`src/rtl/match_reporter.sv`:
```
// Counts rising edges of w per WINDOW-cycle window and queues one record per window in a 2-entry FIFO.
// Optional threshold irq is built only when MATCH_REPORTER_IRQ_EN is defined.
module match_reporter #(
    parameter int WINDOW = 16,
    parameter int CNT_W  = 4,
    parameter int THRESH = 3
) (
    input  logic             clk,
    input  logic             rst,
    input  logic             w,
    input  logic             clr,
    input  logic             out_ready,
    output logic             out_valid,
    output logic [CNT_W-1:0] out_count,
    output logic             out_sat,
    output logic [7:0]       drop_cnt,
    output logic             irq
);
    localparam int IDX_W = $clog2(WINDOW);
    localparam logic [IDX_W-1:0] LAST_IDX = IDX_W'(WINDOW - 1);
    localparam logic [CNT_W-1:0] CNT_MAX  = {CNT_W{1'b1}};

    // Saturating increment; the MSB of the result flags an attempted overflow.
    function automatic logic [CNT_W:0] sat_add(input logic [CNT_W-1:0] a, input logic inc);
        logic [CNT_W:0] res;
        if (inc && (a == CNT_MAX)) begin
            res = {1'b1, CNT_MAX};
        end else begin
            res = {1'b0, a + CNT_W'(inc)};
        end
        return res;
    endfunction

    logic             w_d_r;
    logic [IDX_W-1:0] widx_r;
    logic [CNT_W-1:0] acc_r;
    logic             sat_r;
    logic [CNT_W-1:0] tail_count_r;
    logic             tail_sat_r;
    logic [1:0]       fill_r;

    logic             match_s;
    logic [CNT_W:0]   add_s;
    logic [CNT_W-1:0] rec_count_s;
    logic             rec_sat_s;
    logic             last_s;
    logic             push_s;
    logic             pop_s;
    logic             drop_s;
    logic [1:0]       fill_nxt_s;
    logic [CNT_W-1:0] head_count_nxt_s;
    logic             head_sat_nxt_s;
    logic [CNT_W-1:0] tail_count_nxt_s;
    logic             tail_sat_nxt_s;

    // Record for the current cycle includes this cycle's match, so boundary edges land in the closing window.
    always_comb begin
        match_s     = w & ~w_d_r;
        add_s       = sat_add(acc_r, match_s);
        rec_count_s = add_s[CNT_W-1:0];
        rec_sat_s   = sat_r | add_s[CNT_W];
        last_s      = (widx_r == LAST_IDX);
        push_s      = last_s & ~clr;
        pop_s       = out_valid & out_ready;
    end

    // Window index, accumulator and sticky saturation; clr outranks the wrap.
    always_ff @(posedge clk or posedge rst) begin
        if (rst) begin
            w_d_r  <= 1'b0;
            widx_r <= '0;
            acc_r  <= '0;
            sat_r  <= 1'b0;
        end else begin
            w_d_r <= w;
            if (clr || last_s) begin
                widx_r <= '0;
                acc_r  <= '0;
                sat_r  <= 1'b0;
            end else begin
                widx_r <= widx_r + IDX_W'(1);
                acc_r  <= add_s[CNT_W-1:0];
                sat_r  <= rec_sat_s;
            end
        end
    end

    // FIFO next state; head lives directly in the output registers. Pop is impossible while empty.
    always_comb begin
        fill_nxt_s       = fill_r;
        head_count_nxt_s = out_count;
        head_sat_nxt_s   = out_sat;
        tail_count_nxt_s = tail_count_r;
        tail_sat_nxt_s   = tail_sat_r;
        drop_s           = 1'b0;
        case ({fill_r, push_s, pop_s})
            4'b0010: begin
                head_count_nxt_s = rec_count_s;
                head_sat_nxt_s   = rec_sat_s;
                fill_nxt_s       = 2'd1;
            end
            4'b0101: fill_nxt_s = 2'd0;
            4'b0110: begin
                tail_count_nxt_s = rec_count_s;
                tail_sat_nxt_s   = rec_sat_s;
                fill_nxt_s       = 2'd2;
            end
            4'b0111: begin
                head_count_nxt_s = rec_count_s;
                head_sat_nxt_s   = rec_sat_s;
            end
            4'b1001: begin
                head_count_nxt_s = tail_count_r;
                head_sat_nxt_s   = tail_sat_r;
                fill_nxt_s       = 2'd1;
            end
            4'b1010: drop_s = 1'b1;
            4'b1011: begin
                head_count_nxt_s = tail_count_r;
                head_sat_nxt_s   = tail_sat_r;
                tail_count_nxt_s = rec_count_s;
                tail_sat_nxt_s   = rec_sat_s;
            end
            default: fill_nxt_s = fill_r;
        endcase
    end

    // FIFO storage, registered handshake outputs and saturating drop counter.
    always_ff @(posedge clk or posedge rst) begin
        if (rst) begin
            fill_r       <= 2'd0;
            out_valid    <= 1'b0;
            out_count    <= '0;
            out_sat      <= 1'b0;
            tail_count_r <= '0;
            tail_sat_r   <= 1'b0;
            drop_cnt     <= 8'd0;
        end else begin
            fill_r       <= fill_nxt_s;
            out_valid    <= (fill_nxt_s != 2'd0);
            out_count    <= head_count_nxt_s;
            out_sat      <= head_sat_nxt_s;
            tail_count_r <= tail_count_nxt_s;
            tail_sat_r   <= tail_sat_nxt_s;
            if (drop_s && (drop_cnt != 8'hFF)) begin
                drop_cnt <= drop_cnt + 8'd1;
            end else begin
                drop_cnt <= drop_cnt;
            end
        end
    end

`ifdef MATCH_REPORTER_IRQ_EN
    localparam int unsigned THRESH_U = THRESH;

    // One-cycle pulse aligned with the push attempt, raised even if the record is dropped.
    always_ff @(posedge clk or posedge rst) begin
        if (rst) begin
            irq <= 1'b0;
        end else begin
            irq <= push_s && (32'(rec_count_s) >= THRESH_U);
        end
    end
`else
    assign irq = 1'b0;
`endif

endmodule

```
`config.mk`:
```
export PLATFORM = sky130hd
export DESIGN_NAME = match_reporter
export DESIGN_NICKNAME = d
export VERILOG_FILES = /design/src/rtl/match_reporter.sv
export SDC_FILE = /design/constraint.sdc
export NUM_CORES = 1
export LEC_CHECK = 0
export BUFFER_PORTS_ARGS = -buffer_cell sky130_fd_sc_hd__buf_2
export CAP_MARGIN = 5
export CORE_MARGIN = 2
export CORE_UTILIZATION = 60
export DETAILED_ROUTE_END_ITERATION = 10
export GPL_ROUTABILITY_DRIVEN = 0
export PLACE_DENSITY = 0.82
export SLEW_MARGIN = 20
export SYNTH_ARGS = -nofsm -noshare
export SYNTH_HDL_FRONTEND = slang
export SYNTH_SLANG_ARGS = --single-unit
```
`constraint.sdc`:
```
create_clock -name clk -period 3.76 [get_ports clk]
set_clock_uncertainty 0.15 [all_clocks]
set_input_delay 0.752 -clock clk [delete_from_list [all_inputs] [get_ports clk]]
set_output_delay 0.752 -clock clk [all_outputs]
set_load 0.03 [all_outputs]
```
; Word level (Yosys, flattened, before mapping)
; Index checks and enable logic that the tools add are counted.
[word_totals]
out_inout_bits = 15
reg_bits = 31
inputBits = 5
[op_classes]
addsub = 3
n_eq_ne = 10
n_mux = 8
n_bitwise = 6
n_reduce_logical = 9
[ops]
columns = cell, n
row1 = "4-bit equality test, second input constant", 5
row2 = "4-bit by 3-bit equality test with 1-bit output, second input constant", 3
row3 = "8-bit by 1-bit adder with 8-bit output, second input constant", 1
row4 = 4-bit two-way mux, 2
row5 = "8-bit != test, second input constant", 1
row6 = 4-bit one-hot mux with 2 select lines, 1
row7 = 2-bit OR reduction, 4
row8 = 2-bit one-hot mux with 3 select lines, 1
row9 = 5-bit two-way mux, 1
row10 = 4-bit by 1-bit adder with 4-bit output, 1
row11 = "4-bit by 1-bit adder with 4-bit output, second input constant", 1
row12 = "4-bit by 2-bit equality test with 1-bit output, second input constant", 1
row13 = 2-bit nonzero test, 2
row14 = 1-bit bitwise AND, 3
row15 = 1-bit logical AND, 2
row16 = 1-bit two-way mux, 2
row17 = 1-bit inverter, 2
row18 = 1-bit one-hot mux with 2 select lines, 1
row19 = 1-bit logical OR, 1
row20 = 1-bit bitwise OR, 1

; Longest topological paths before layout
; Gate-level depths: netlist (run 1).
[logic_depth]
depth_word = 6
depth_mapped = 7
depth_no_buf = 7

; Worst setup path after synthesis (run 1)
; No wires, ideal clock.
[synth_timing]
path_type = input port to flip-flop
startpoint = in w
endpoint = reg out_count[2]
arrival_ns = 1.889
path_slack_ns = 1.596
n_path_buf = 0
stages = 7
cell_sequence = nor2b_1 -> ha_1 -> ha_1 -> xor2_1 -> a21oi_1 -> a21oi_1 -> mux2_2
[synth_between]
elab_chain_cells = 4
word_cells_on_any_way = 5
cone_classes = add/sub: 1 / mux: 2 / bitwise: 1 / reduce/logical: 1
[synth_rtl]
columns = item, line_no
row1 = start: declaration, 10  ; input logic w,
row2 = 1-bit bitwise AND *, 58  ; match_s = w & ~w_d_r;
row3 = 4-bit by 1-bit adder with 4-bit output / 1-bit logical AND (equally long branches), "29, 26"
row4 = 5-bit two-way mux *, 26  ; if (inc && (a == CNT_MAX)) begin
row5 = 4-bit one-hot mux with 2 select lines *, 96  ; case ({fill_r, push_s, pop_s})
row6 = end signal: assignment, 141  ; out_count <= head_count_nxt_s;
row7 = end: declaration, 14  ; output logic [CNT_W-1:0] out_count,
; Every way passes the cells marked *; elsewhere a longest branch is shown, timed or not.
; A chain may end at the register's enable or synchronous reset.

; Final worst setup path (run 1)
[layout_timing]
startpoint = reg widx_r[0]
endpoint = reg drop_cnt[6]
[layout_between]
elab_chain_cells = 5
[layout_rtl]
columns = item, line_no
row1 = start: declaration, 35  ; logic [IDX_W-1:0] widx_r;
row2 = start signal: assignment, 81  ; widx_r <= widx_r + IDX_W'(1);
row3 = 4-bit equality test, 62  ; last_s = (widx_r == LAST_IDX);
row4 = 1-bit bitwise AND, 63  ; push_s = last_s & ~clr;
row5 = 4-bit equality test, 96
row6 = 1-bit two-way mux, 96
row7 = 1-bit logical AND, 145  ; if (drop_s && (drop_cnt != 8'hFF)) begin
row8 = end signal: assignment, 146  ; drop_cnt <= drop_cnt + 8'd1;
row9 = end signal: assignment, 148  ; drop_cnt <= drop_cnt;
row10 = end: declaration, 16  ; output logic [7:0] drop_cnt,
; No other way between the ends.

==> results.md, run 1 <==
* Worst-case clock buffer depth at 2
* Die H at ~54 um
* XOR/XNOR Fraction of Synth Area at 0.04598
* Switching part of the total power at 0.2169
* Largest net degree at the start of global routing at 32
* Delay-heaviest family, CP: simple AND/OR/NAND/NOR gates
* Buf+Inv Stages, Crit Path at 0
* Reg power frac at 0.532
* Vias at about 1100
* Critical Path End Type: flip-flop
* Final period util at 0.5435
* Compound-Gate Fraction of Synth Area at 0.09606
* Max Cap Viol at 0
* Peak VDD IR at approximately 240 uV
* PortBufs at 18
* Achievable Freq at between 400 and 500 MHz
* Initial core utilization at 0.6265
* Worst R2R Setup Slack at 1720 ps
* Post-Route Utilization at 0.7042
* Post-synthesis cell type count at 37
* Critical R2R Launch: widx_r[0]$_DFF_PP0_
* Final worst setup slack at approximately 1700 ps
* Post-Synth Simple-Gate Area at 0.1905
* Top Ports at 20
* Rows at 18
* Reg2reg end: drop_cnt[6]$_DFFE_PP0P_
* Initial drt markers at 23
* Overflow after GRT at 0
* Share of the synthesized area in the top cell type at 0.5090
* Post-synth top cells: 31 x dfrtp_1, 18 x nor2_1, 11 x a21oi_1
* DRC viols at 0
* Slew Viols, Final at 0
* Min-delay src: widx_r[0]$_DFF_PP0_
* RSZ-0062 raised after global routing: false
* Crit-path cells: ha_1 > and4b_1 > nand4b_4 > nor3_1 > mux2_2
* # hold bufs at CTS at 0
* Initial antenna violation count at 0
* Clock-pin slew on the worst setup and hold paths at around 100 ps
* Clk root buf: clkbuf_4
* TritonCTS clock tree: done
* Fin. Hold Viols at 0
* Mux contribution to synthesized area at 0.08456
* Vias in the first global route at around 1000
* Adder-cell share of the synthesized area at 0.03284
* Int Power at 504.7 uW
* Cell taking the most area after synthesis: dfrtp_1
* Warnings, synthesis at 0
* Post-synthesis sequential area ratio at 0.5090
* Inst Count DP at 184
* WHS Endpoint: widx_r[0]$_DFF_PP0_
* Largest family of logic cells by synthesized area: simple AND/OR/NAND/NOR gates
* Number of H-tree branching levels at 2
* Post-route ant nets at 0
* Core ar. at ~2400 um2
* TNS Setup at 0 ps
* Launch point of the worst path: widx_r[0]$_DFF_PP0_
* Die width at around 54 um
* Largest fanout on the critical path at 7
* Number of CTS-inserted buffers at 5
* Post-synth EDFFs at 0
* First drt pass iteration count at 4
* First-pass GRT wire length at about 4500 um
* Critical-path top delay cell: dfrtp_1
* Max incr delay on CP at about 380 ps
* Final setup fails at 0
* Post-Syn Instances at 140
* Final HPWL DP at about 1900 um
* Minimum clock period at roughly 2000 ps
* P_leak at about 0.91 nW
* Mapped Nets at ~150
* Vias per cell at ~5.6
* Worst Path Class, Setup: flip-flop to flip-flop
* Post-CTS setup buffer count at 0
* Ant diodes at 0
* CP required at 3830 ps
* Proportion of layout cells with a drive suffix above 1 at 0.2593
* Top area cells in the synthesized netlist: dfrtp_1 51%, mux2_2 5.2%, nor2_1 4.4%, xor2_1 4.0%, a21oi_1 3.6%
* Number of synthesized register bits at 31
* Routed len/inst at 13.39 um
* Most used flip-flop cell after synthesis: dfrtp_1
* Syn_area_per_cell at approximately 11 um2
* Nets at 170
* Skew-Pair Late Insertion Delay at roughly 330 ps
* Worst EP arrival at between 2000 and 2500 ps
* Post_cts resized at 0
* GRT Util Overall at 0.2172
* Hold Path Cell Cnt at 1
* P&R area growth vs syn at 12.40%
* Cell Area, Synth at approximately 1500 um2
* Pre-CTS WS at about 1400 ps
* Worst Hold Class: flip-flop to flip-flop
* Slew HR at 0.5823
* P_sw at approximately 140 uW
* Critical path startpoint category: flip-flop
* Most common cell in the netlist: dfrtp_1
* R2R cell count at 5
* Full die area at 2959 um2
* Slew of the pin with the lowest slew margin at 625.6 ps
* Clock group share of total power at 0.425
* Status: finished clean
* Routed WL at between 2000 and 3000 um
* Power Density at approximately 380 nW/um2
* Clock sinks at 31
* Filler cells at roughly 180
* Non-filler instance count after layout at between 150 and 200
* Comb power frac at 0.043
* Asr flop ratio synth at 1.000
how the worst max path moves through the flow:
stage,slack [ps],to,cells after the start
2_1_floorplan,1600,out_count[2]$_DFFE_PP0P_,7
3_3_place_gp,1420,out_count[2]$_DFFE_PP0P_,8
3_5_place_dp,1360,out_count[2]$_DFFE_PP0P_,8
4_1_cts,1710,drop_cnt[6]$_DFFE_PP0P_,5
5_1_grt,1570,drop_cnt[6]$_DFFE_PP0P_,5
6_report,1720,drop_cnt[6]$_DFFE_PP0P_,5
worst register-to-register path: cells and delay by family (launching register included):
| kind | cells | cell delay (ps) |
|---|---|---|
| simple gates | 3 | 820 |
| fa+ha+maj | 1 | 240 |
| flops | 1 | 380 |
| mux | 1 | 360 |
area by class of cell:
cell class                 count  area, um2  area share
multi-input combinational     96      689.4      0.4025
clock inverter                 2      35.03     0.02045
inverter                       9      33.78     0.01972
timing repair buffer          18      90.09     0.05259
clock buffer                   6      51.30     0.02995
sequential                    31      775.7      0.4529
tap                           30      37.54     0.02191
sequential cells by signal, summed over array words and instances (netlist names):
signal	cells
out_valid	1
sat_r	1
out_sat	1
widx_r	4
out_count	4
tail_sat_r	1
fill_r	2
w_d_r	1
acc_r	4
drop_cnt	8
tail_count_r	4
layout by cell type (no fill, tap or decap), types with 3 or more instances in the layout:
cell / count
nor3_1: 3
clkbuf_4: 5
nand3_1: 6
xor2_1: 7
mux2_2: 7
buf_2: 18
ha_1: 4
inv_1: 8
a21oi_1: 11
dfrtp_1: 31
and3_1: 4
nor2_1: 18
nand2_1: 6
mux2i_1: 5
metal layers:
metal | vias to the layer above | GRT usage | wire, um
li1 | 531 | - | -
met2 | 22 | 0.3574 | 1276
met3 | 6 | 0.06831 | 103
met5 | - | 0 | 0
met4 | 0 | 0.08333 | 42
met1 | 519 | 0.2656 | 1149
cell families (layout without fill, tap and decap cells):
group,after synthesis,after routing
other,1,1
muxes,12,12
and+or+nand+nor,49,49
adders and majority gates,4,4
xor gates and xnor gates,8,8
AOI/OAI and AO/OA,22,22
buffers and inverters,13,35
DFF,31,31
power by group through the flow:
stage / Clock [mW] / Combinational, mW / Sequential [mW]
after global routing: 0.288 / 0.0331 / 0.344
after global placement: 0 / 0.0277 / 0.349
final: 0.274 / 0.0279 / 0.343
after floorplan: 0 / 0.0212 / 0.349
after detailed placement: 0 / 0.0287 / 0.349
after CTS: 0.278 / 0.0286 / 0.343
through the flow:
stage	total power [mW]	area, um2	hold slack [ps]
3_5_place_dp	0.3781	1627	309.6
3_3_place_gp	0.3768	1627	301.7
6_report	0.6445	1713	317.4
4_1_cts	0.6497	1713	323.3
5_1_grt	0.6648	1713	357.0
2_1_floorplan	0.3698	1524	283.1
(Power assumes the default switching activity.)
==> inputs of run 2 (changes only) <==
- CORE_UTILIZATION: 60 -> 56
- PLACE_DENSITY: 0.82 -> 0.78
- clock period: 3.76 -> 1.9 ns (I/O delays scaled with it)
==> results.md, run 2 (synthesis results as in run 1) <==
* Final setup fails at 0 (unchanged)
* Ant diodes at 0 (unchanged)
* Die H at 56.17 um (was 54.40 um)
* Top Ports at 20 (unchanged)
* Clock-pin slew on the worst setup and hold paths at 90 ps (was 100 ps)
* Status: finished clean (unchanged)
* Initial core utilization at 0.6042 (was 0.6265)
* Final period util at 0.9790 (was 0.5435)
* Die width at 56.17 um (was 54.40 um)
* Storage cell area at 778.2 um2 (was 775.7 um2)
* Minimum clock period at 1860 ps (was 2044 ps)
* Worst Path Class, Setup: flip-flop to flip-flop (unchanged)
* Critical Path End Type: flip-flop (unchanged)
* Most frequent cells in the layout: 29 x dfrtp_1, 18 x buf_2, 17 x nor2_1, 17 x buf_4, 11 x a21oi_1 (was 31 x dfrtp_1, 18 x nor2_1, 18 x buf_2)
* Max reg flops at 8 (unchanged)
* GRT Util Overall at 0.2085 (was 0.2172)
* Tot Pwr at 1.173 mW (was 644.5 uW)
* Final Instance Area at 1849 um2 (was 1713 um2)
* DP Area at 1757 um2 (was 1627 um2)
* Core ar. at 2522 um2 (was 2432 um2)
* First-pass GRT wire length at 5106 um (was 4478 um)
* Peak VDD IR at 518.8 uV (was 244.3 uV)
* Routed len/inst at 13.25 um (was 13.39 um)
* Skew-Pair Late Insertion Delay at 320 ps (was 330 ps)
* Vias in the first global route at 1193 (was 1047)
* Number of H-tree branching levels at 2 (unchanged)
* Critical R2R Launch: drop_cnt[0]$_DFFE_PP0P_ (was widx_r[0]$_DFF_PP0_)
* Clock sinks at 31 (unchanged)
* Switching part of the total power at 0.2188 (was 0.2169)
* Final HPWL DP at 2095 um (was 1905 um)
* PortBufs at 18 (unchanged)
* Nets at 188 (was 170)
* Largest net degree at the start of global routing at 32 (unchanged)
* WHS at 100.6 ps (was 317.4 ps)
* TritonCTS clock tree: done (unchanged)
* Clock group share of total power at 0.363 (was 0.425)
* CP required at 1960 ps (was 3830 ps)
* Initial drt markers at 19 (was 23)
* Worst Hold Class: primary input to flip-flop (was flip-flop to flip-flop)
* Slew Viols, Final at 0 (unchanged)
* Post-route ant nets at 0 (unchanged)
* Crit-path cells: ha_1 > and3_1 > and3_1 > nor2_1 > mux2_2 (was ha_1 > and4b_1 > nand4b_4 > nor3_1 > mux2_2)
* DRC viols at 0 (unchanged)
* Full die area at 3155 um2 (was 2959 um2)
* Max incr delay on CP at 450 ps (was 380 ps)
* Int Power at 916.1 uW (was 504.7 uW)
* Vias per cell at 5.562 (was 5.615)
* Initial antenna violation count at 0 (unchanged)
* P_sw at 256.5 uW (was 139.8 uW)
* Most frequent CP cell: and3_1
* Achievable Freq at 537.6 MHz (was 489.3 MHz)
* Reg2reg end: drop_cnt[1]$_DFFE_PP0P_ (was drop_cnt[6]$_DFFE_PP0P_)
* TNS Setup at 0 ps (unchanged)
* RSZ-0062 raised after global routing: true (was false)
* Critical path startpoint category: flip-flop (unchanged)
* Fin. Hold Viols at 0 (unchanged)
* Reg power frac at 0.579 (was 0.532)
* Critical-path top delay cell: dfrtp_2 (was dfrtp_1)
* R2R cell count at 5 (unchanged)
* Max Cap Viol at 0 (unchanged)
* Clk root buf: clkbuf_4 (unchanged)
* Rows at 18 (unchanged)
* Proportion of layout cells with a drive suffix above 1 at 0.3500 (was 0.2593)
* Worst-case clock buffer depth at 2 (unchanged)
* Multi-input gate area at 703.2 um2 (was 689.4 um2)
* Critical path destination: drop_cnt[1]$_DFFE_PP0P_ (was drop_cnt[6]$_DFFE_PP0P_)
* Most common cell after layout, fill and taps aside: dfrtp_1 (unchanged)
* Launch point of the worst path: drop_cnt[0]$_DFFE_PP0P_ (was widx_r[0]$_DFF_PP0_)
* P_leak at 0.9837 nW (was 0.9086 nW)
* Overflow after GRT at 0 (unchanged)
* Vias at 1168 (was 1078)
* P&R area growth vs syn at 21.35% (was 12.40%)
* Largest Register: drop_cnt (unchanged)
* Largest fanout on the critical path at 5 (was 7)
* Worst EP arrival at 1920 ps (was 2120 ps)
* Power Density at 634.1 nW/um2 (was 376.2 nW/um2)
* Filler cells at 188 (was 176)
* First drt pass iteration count at 6 (was 4)
* Routed WL at 2782 um (was 2571 um)
* Comb power frac at 0.059 (was 0.043)
* Number of CTS-inserted buffers at 5 (unchanged)
* Worst R2R Setup Slack at 40 ps (was 1720 ps)
[run 2: through the flow]
step	instances	utilization	setup slack (ps)
finish	210	0.7331	39.91
global route	210	0.7331	-43.28
CTS	210	0.7277	22.25
detailed placement	201	0.6964	-0.2734
global placement	201	0.6964	17.40
floorplan	140	-	24.06
[run 2: power groups by stage]
stage,clock network [mW],logic (mW),registers [mW]
2_1_floorplan,0,0.0419,0.690
3_3_place_gp,0,0.0662,0.691
3_5_place_dp,0,0.0693,0.692
4_1_cts,0.435,0.0708,0.679
5_1_grt,0.463,0.0804,0.680
6_report,0.425,0.0689,0.678
[run 2: final cells by class]
cell class,instances,share of cell area
clock buffers,8,0.03721
inverters,9,0.01827
multi-input cells,96,0.3802
flip-flops and latches,31,0.4208
well taps,30,0.02030
repair buffers,36,0.1231
[run 2: how the worst min path moves through the flow]
stage,startpoint,endpoint,slack [ps],cells after the start
finish,clr,widx_r[2]$_DFF_PP0_,100,2
global route,clr,widx_r[2]$_DFF_PP0_,100,2
CTS,clr,widx_r[2]$_DFF_PP0_,90,2
detailed placement,widx_r[0]$_DFF_PP0_,widx_r[0]$_DFF_PP0_,310,1
global placement,widx_r[0]$_DFF_PP0_,widx_r[0]$_DFF_PP0_,300,1
floorplan,w,w_d_r$_DFF_PP0_,260,0
[run 2: per-layer routing]
metal,wire length (um),GRT usage
met2,1429,0.3546
met1,1174,0.2309
met5,0,0
met3,116,0.06977
met4,62,0.1054
[run 2: timing repair]
item,in CTS,in global routing
endpoints found under the hold margin,31,0
setup endpoints to repair,0,9
hold buffers,1,0
buffers inserted,0,0
gates resized for setup,0,4
[run 2: critical path, delay by kind of cell, from the launching register on]
kind	cells	cell delay [ps]
adders and majority gates	1	220
and+or+nand+nor	3	590
DFF	1	450
muxes	1	350
